==> src/rtl/nibble_serial_add_ctrl.sv <==
// Nibble-serial signed adder/subtractor.
// One 4-bit carry-lookahead slice is reused across NIBBLES cycles, LSB nibble
// first, with the inter-nibble carry held in a register.
//
// Handshake: start is a request that is accepted on a rising edge only while
// busy==0 (state IDLE or DONE); a, b and sub are sampled on that same edge.
// busy is high for exactly NIBBLES cycles, then done pulses for one cycle with
// result/ovfl/cout/zero valid. Those outputs stay unchanged until the next
// accepted start begins overwriting them.

// 4-bit carry-lookahead slice: SUM, carry out and signed overflow.
module nibble_serial_add_ctrl_cla4 (
  input  logic [3:0] a,
  input  logic [3:0] b,
  input  logic       cin,
  output logic [3:0] sum,
  output logic       cout,
  output logic       ovfl
);

  logic [3:0] g;
  logic [3:0] p;
  logic [4:0] c;

  // Generate/propagate terms and flattened lookahead carries.
  always_comb begin
    g    = a & b;
    p    = a ^ b;
    c[0] = cin;
    c[1] = g[0] | (p[0] & cin);
    c[2] = g[1] | (p[1] & g[0]) | (p[1] & p[0] & cin);
    c[3] = g[2] | (p[2] & g[1]) | (p[2] & p[1] & g[0]) | (p[2] & p[1] & p[0] & cin);
    c[4] = g[3] | (p[3] & g[2]) | (p[3] & p[2] & g[1]) | (p[3] & p[2] & p[1] & g[0])
         | (p[3] & p[2] & p[1] & p[0] & cin);
    sum  = p ^ c[3:0];
    cout = c[4];
    // Signed overflow: carry into the sign bit differs from carry out of it.
    ovfl = c[3] ^ c[4];
  end

endmodule

// Sequencer around the shared slice.
module nibble_serial_add_ctrl #(
  parameter int NIBBLES = 4,
  parameter bit SAT_EN  = 1'b1,
  localparam int W      = 4 * NIBBLES
) (
  input  logic         clk,
  input  logic         rst_n,
  input  logic         start,
  input  logic         sub,
  input  logic [W-1:0] a,
  input  logic [W-1:0] b,
  output logic         busy,
  output logic         done,
  output logic [W-1:0] result,
  output logic         ovfl,
  output logic         cout,
  output logic         zero
);

  localparam int CW = (NIBBLES > 1) ? $clog2(NIBBLES) : 1;
  localparam logic [CW-1:0] LAST = CW'(NIBBLES - 1);

  typedef enum logic [1:0] {
    IDLE = 2'd0,
    RUN  = 2'd1,
    DONE = 2'd2
  } state_t;

  state_t        state, state_n;
  logic [CW-1:0] cnt, cnt_n;
  logic          carry, carry_n;
  logic [W-1:0]  opa, opa_n;
  logic [W-1:0]  opb, opb_n;
  logic [W-1:0]  result_q, result_n;
  logic          ovfl_q, ovfl_n;
  logic          cout_q, cout_n;
  logic          zero_q, zero_n;

  logic [3:0]    sl_a, sl_b, sl_sum;
  logic          sl_cout, sl_ovfl;
  logic [W-1:0]  run_res;
  logic [W-1:0]  sat_val;

  // Select the operand nibbles addressed by the counter.
  always_comb begin
    sl_a = '0;
    sl_b = '0;
    for (int i = 0; i < NIBBLES; i++) begin
      if (cnt == CW'(i)) begin
        sl_a = opa[4*i +: 4];
        sl_b = opb[4*i +: 4];
      end
    end
  end

  nibble_serial_add_ctrl_cla4 u_slice (
    .a    (sl_a),
    .b    (sl_b),
    .cin  (carry),
    .sum  (sl_sum),
    .cout (sl_cout),
    .ovfl (sl_ovfl)
  );

  // Result with the current slice sum merged into its nibble; saturation
  // value chosen by the sign of A (overflow implies A and B' share a sign).
  always_comb begin
    run_res = result_q;
    for (int i = 0; i < NIBBLES; i++) begin
      if (cnt == CW'(i)) begin
        run_res[4*i +: 4] = sl_sum;
      end
    end
    sat_val = opa[W-1] ? {1'b1, {(W-1){1'b0}}} : {1'b0, {(W-1){1'b1}}};
  end

  // Next-state and datapath update logic.
  always_comb begin
    state_n  = state;
    cnt_n    = cnt;
    carry_n  = carry;
    opa_n    = opa;
    opb_n    = opb;
    result_n = result_q;
    ovfl_n   = ovfl_q;
    cout_n   = cout_q;
    zero_n   = zero_q;
    case (state)
      IDLE, DONE: begin
        if (start) begin
          // Subtraction as A + ~B + 1: the +1 rides in on the first carry.
          opa_n   = a;
          opb_n   = sub ? ~b : b;
          carry_n = sub;
          cnt_n   = '0;
          state_n = RUN;
        end else if (state == DONE) begin
          state_n = IDLE;
        end
      end
      RUN: begin
        result_n = run_res;
        carry_n  = sl_cout;
        if (cnt == LAST) begin
          cout_n = sl_cout;
          ovfl_n = sl_ovfl;
          if (SAT_EN && sl_ovfl) begin
            result_n = sat_val;
          end
          zero_n  = (result_n == '0);
          state_n = DONE;
        end else begin
          cnt_n = cnt + CW'(1);
        end
      end
      default: state_n = IDLE;
    endcase
  end

  // FSM state register.
  always_ff @(posedge clk or negedge rst_n) begin
    if (!rst_n) begin
      state <= IDLE;
    end else begin
      state <= state_n;
    end
  end

  // Datapath registers: counter, carry, operands, result and flags.
  always_ff @(posedge clk or negedge rst_n) begin
    if (!rst_n) begin
      cnt      <= '0;
      carry    <= 1'b0;
      opa      <= '0;
      opb      <= '0;
      result_q <= '0;
      ovfl_q   <= 1'b0;
      cout_q   <= 1'b0;
      zero_q   <= 1'b0;
    end else begin
      cnt      <= cnt_n;
      carry    <= carry_n;
      opa      <= opa_n;
      opb      <= opb_n;
      result_q <= result_n;
      ovfl_q   <= ovfl_n;
      cout_q   <= cout_n;
      zero_q   <= zero_n;
    end
  end

  assign busy   = (state == RUN);
  assign done   = (state == DONE);
  assign result = result_q;
  assign ovfl   = ovfl_q;
  assign cout   = cout_q;
  assign zero   = zero_q;

endmodule

==> config.mk <==
export PLATFORM = sky130hd
export DESIGN_NAME = nibble_serial_add_ctrl
export DESIGN_NICKNAME = d
export VERILOG_FILES = /design/src/rtl/nibble_serial_add_ctrl.sv
export SDC_FILE = /design/constraint.sdc
export NUM_CORES = 1
export LEC_CHECK = 0
export ABC_AREA = 1
export CORE_ASPECT_RATIO = 1.5
export CORE_MARGIN = 5
export CORE_UTILIZATION = 55
export CTS_CLUSTER_DIAMETER = 120
export DETAILED_ROUTE_END_ITERATION = 12
export DONT_BUFFER_PORTS = 1
export GPL_TIMING_DRIVEN = 0
export PLACE_DENSITY_LB_ADDON = 0.12
export SYNTH_ARGS = -nofsm -noshare
export SYNTH_HDL_FRONTEND = slang
export SYNTH_SLANG_ARGS = --single-unit
==> constraint.sdc <==
create_clock -name clk -period 3.68 [get_ports clk]
set_input_delay 0.92 -clock clk [delete_from_list [all_inputs] [get_ports clk]]
set_output_delay 0.92 -clock clk [all_outputs]
set_load 0.1 [all_outputs]
==> impl_metrics.tcl <==
set metrics [dict create \
    io_buffers 0 \
    synth_ff_type "dfrtp_1" \
    cts_setup_buffers 0 \
    setup_viol 0 \
    area_delta_synth_final_pct 6.26 \
    synth_cell_types 32 \
    tightestPinTransition_ps 1070 \
    cpPeakStageDelay_ps 410 \
    hp-class "in2async" \
    syn_nets 445 \
    r2r_start "cnt[1]" \
    maxSlewHeadroom_pct 28.7 \
    criticalPathCategory "reg2reg" \
    yosysSeqAreaShare_pct 42.0 \
    fp.coreArea_mm2 0.00587 \
    clock_sinks 56 \
    nNetsFinal 452 \
    drtPass1Iterations 5 \
    syn_inst 400 \
    worst_path_most_repeated_cell "nand2_4" \
    finish.instance_area_mm2 0.00355 \
    initial_utilization_pct 56.8 \
    period_needed_ps 3430 \
    ant_nets 0 \
    status "finished clean" \
    synth.most_common_cell "nand2_1" \
    crit_slowest_cell "dfrtp_1" \
    cts_made_buffers 5 \
    totalWireLength_mm 7.74 \
    clkTransAtPathRegs_ps 110 \
    clk_latency_ps 320 \
    fp-row-count 34 \
    fin_setup_tns_ps 0 \
    die_w_um 73.6 \
    cts_tree "built" \
    hold_viol 0 \
    syn_area_mm2 0.00334 \
    h-tree-depth 2 \
    synth_common_cells "110 x nand2_1, 56 x dfrtp_1, 38 x o21ai_0" \
    grt_setup_unrepaired "false" \
    antenna_found_initial 0 \
    period_share_pct 93.2 \
    grt_pass1_wl_mm 12.8 \
    place_congestion 0.885 \
    crit_fanout 10 \
    cp-end-kind "flip-flop" \
    cp.required_ps 3840 \
    drive_above_1_share_pct 15.4 \
    fin_worst_skew_ps 10.7 \
    post_drt_wl_per_cell_um 16.1 \
    dieArea_mm2 0.00776 \
    vias 2707 \
    async_reset_ff_share_pct 100 \
    maxCapViolCount 0 \
    route.detailed.drc 0 \
    dieHeight_um 105 \
    final_core_util_pct 60.4 \
    antenna_cells 0 \
    synth_top_area_cell "dfrtp_1" \
    dpl_cell_area_mm2 0.00343 \
    path_buf_inv 4 \
    synth_area_leaders "dfrtp_1 42%, nand2_1 12%, o21ai_0 5.7%" \
    clockBufferDepth 2 \
    avgSynthCellArea_um2 8.34 \
    path_cells "inv_1, ha_1, clkbuf_2, nor2_4, a221oi_1, o31ai_1, ha_1, nand2_2, clkinv_2, nand2_4, nand2_4, nor2_8, nand2_4, nand3_4, buf_6, o21ai_0, nand2_1, o221ai_1" \
    startpoint_type "flip-flop" \
    first_global_vias 2809 \
    drt_iter0_drc 177 \
    ys_ff_latch 56 \
    hpwl_mm 5.99 \
    grt_overflow 0 \
    io_pins 57 \
    fmax_ghz 0.292 \
    synth_edf_count 0 \
    maxSlewViolCount 0 \
    vias_per_cell 5.64 \
    grt.total_usage_pct 21.0 \
    netlist.area_leader.share_pct 42.0 \
    crit_arrival_ps 3590 \
    grt_max_degree 57 \
    cp-startpoint "cnt[1]" \
    cts-root-buf "clkbuf_8" \
    yosys_warnings 0 \
    cp_top_family "simple AND/OR/NAND/NOR gates" \
]
placed cells by master, fill, tap and decap left out, types with 2 or more instances in the layout:
master / n
a22oi_1: 6
mux2_2: 15
xnor2_1: 17
nand4_1: 2
nor2_1: 23
clkbuf_8: 5
clkbuf_2: 2
nor2_4: 5
buf_2: 4
ha_1: 7
o21ai_0: 37
o31ai_1: 3
inv_1: 24
dfrtp_1: 56
nand2_2: 7
or2_2: 3
buf_6: 2
clkbuf_1: 8
nand3_1: 32
nor2_2: 2
a221oi_1: 3
clkinvlp_4: 2
o211ai_1: 3
a21oi_1: 11
nand2_1: 110
nand3_4: 2
nand2_4: 6
per-layer routing:
layer  GRT usage [%]  part of all wire [%]  routed length (um)  vias to the layer above
met3            4.10                   6.0                 463                       27
met2            37.3                    54                4140                       89
met4            11.4                   4.4                 340                        0
met1            22.4                    36                2790                     1260
met5               0                     0                   0                        -
li1                -                     -                   -                     1331
path summary, 6_finish.rpt:
| path | slack [ps] | to | cells after the start |
|---|---|---|---|
| min in group clk | 500 | opb[7] | 2 |
| setup / recovery | 250 | result[2] | 18 |
| max in group asynchronous | 3280 | opb[12] | 0 |
| hold / removal | 280 | result[9] | 0 |
| setup reg to reg | 250 | result[2] | 18 |
| hold reg to reg | 500 | opb[7] | 2 |
worst reg2reg max path: stages (launching register included):
cell	delay [ps]
dfrtp_1	410
inv_1	90
ha_1	240
clkbuf_2	250
nor2_4	300
a221oi_1	120
o31ai_1	340
ha_1	370
nand2_2	140
clkinv_2	90
nand2_4	90
nand2_4	60
nor2_8	140
nand2_4	90
nand3_4	120
buf_6	160
o21ai_0	90
nand2_1	70
o221ai_1	110
stage by stage:
| step | cells | worst slack (ps) | hold WS, ps |
|---|---|---|---|
| floorplan | 400 | 722 | 448 |
| finish | 480 | 251 | 281 |
| global placement | 472 | -74.1 | 460 |
| CTS | 480 | 81.9 | 273 |
| detailed placement | 472 | -129 | 469 |
| global route | 480 | 23.2 | 262 |
kinds of logic after synthesis:
group / count (synthesis) / synth area share (%)
AND/OR/NAND/NOR: 194 / 27.7
AO/OA/AOI/OAI: 67 / 11.8
flip-flops: 56 / 42.0
buffers and inverters: 42 / 5.36
XOR/XNOR: 17 / 4.46
multiplexers: 15 / 5.06
adder cells (fa/ha/maj): 9 / 3.60
sequential cells by signal, indices dropped and copies added, names as in the netlist:
register  cells
zero          1
cout          1
cnt           2
state         2
opa          16
carry         1
result       16
ovfl          1
opb          16
cell type report:
type	count	area [um2]
inverters	26	103
clock inverters	3	27.5
clock buffers	5	68.8
multi-input cells	302	1770
plain buffers	16	82.6
well taps	72	90.1
flip-flops and latches	56	1400
fillers	554	2320
timing repair:
action                     CTS  global route
hold buffers                 0             0
setup endpoints to repair   12            12
resized for setup            3             6
Power is left out: the tool's default activity adds up to more than one toggle a clock period on the data nets, which glitch-free logic cannot reach.
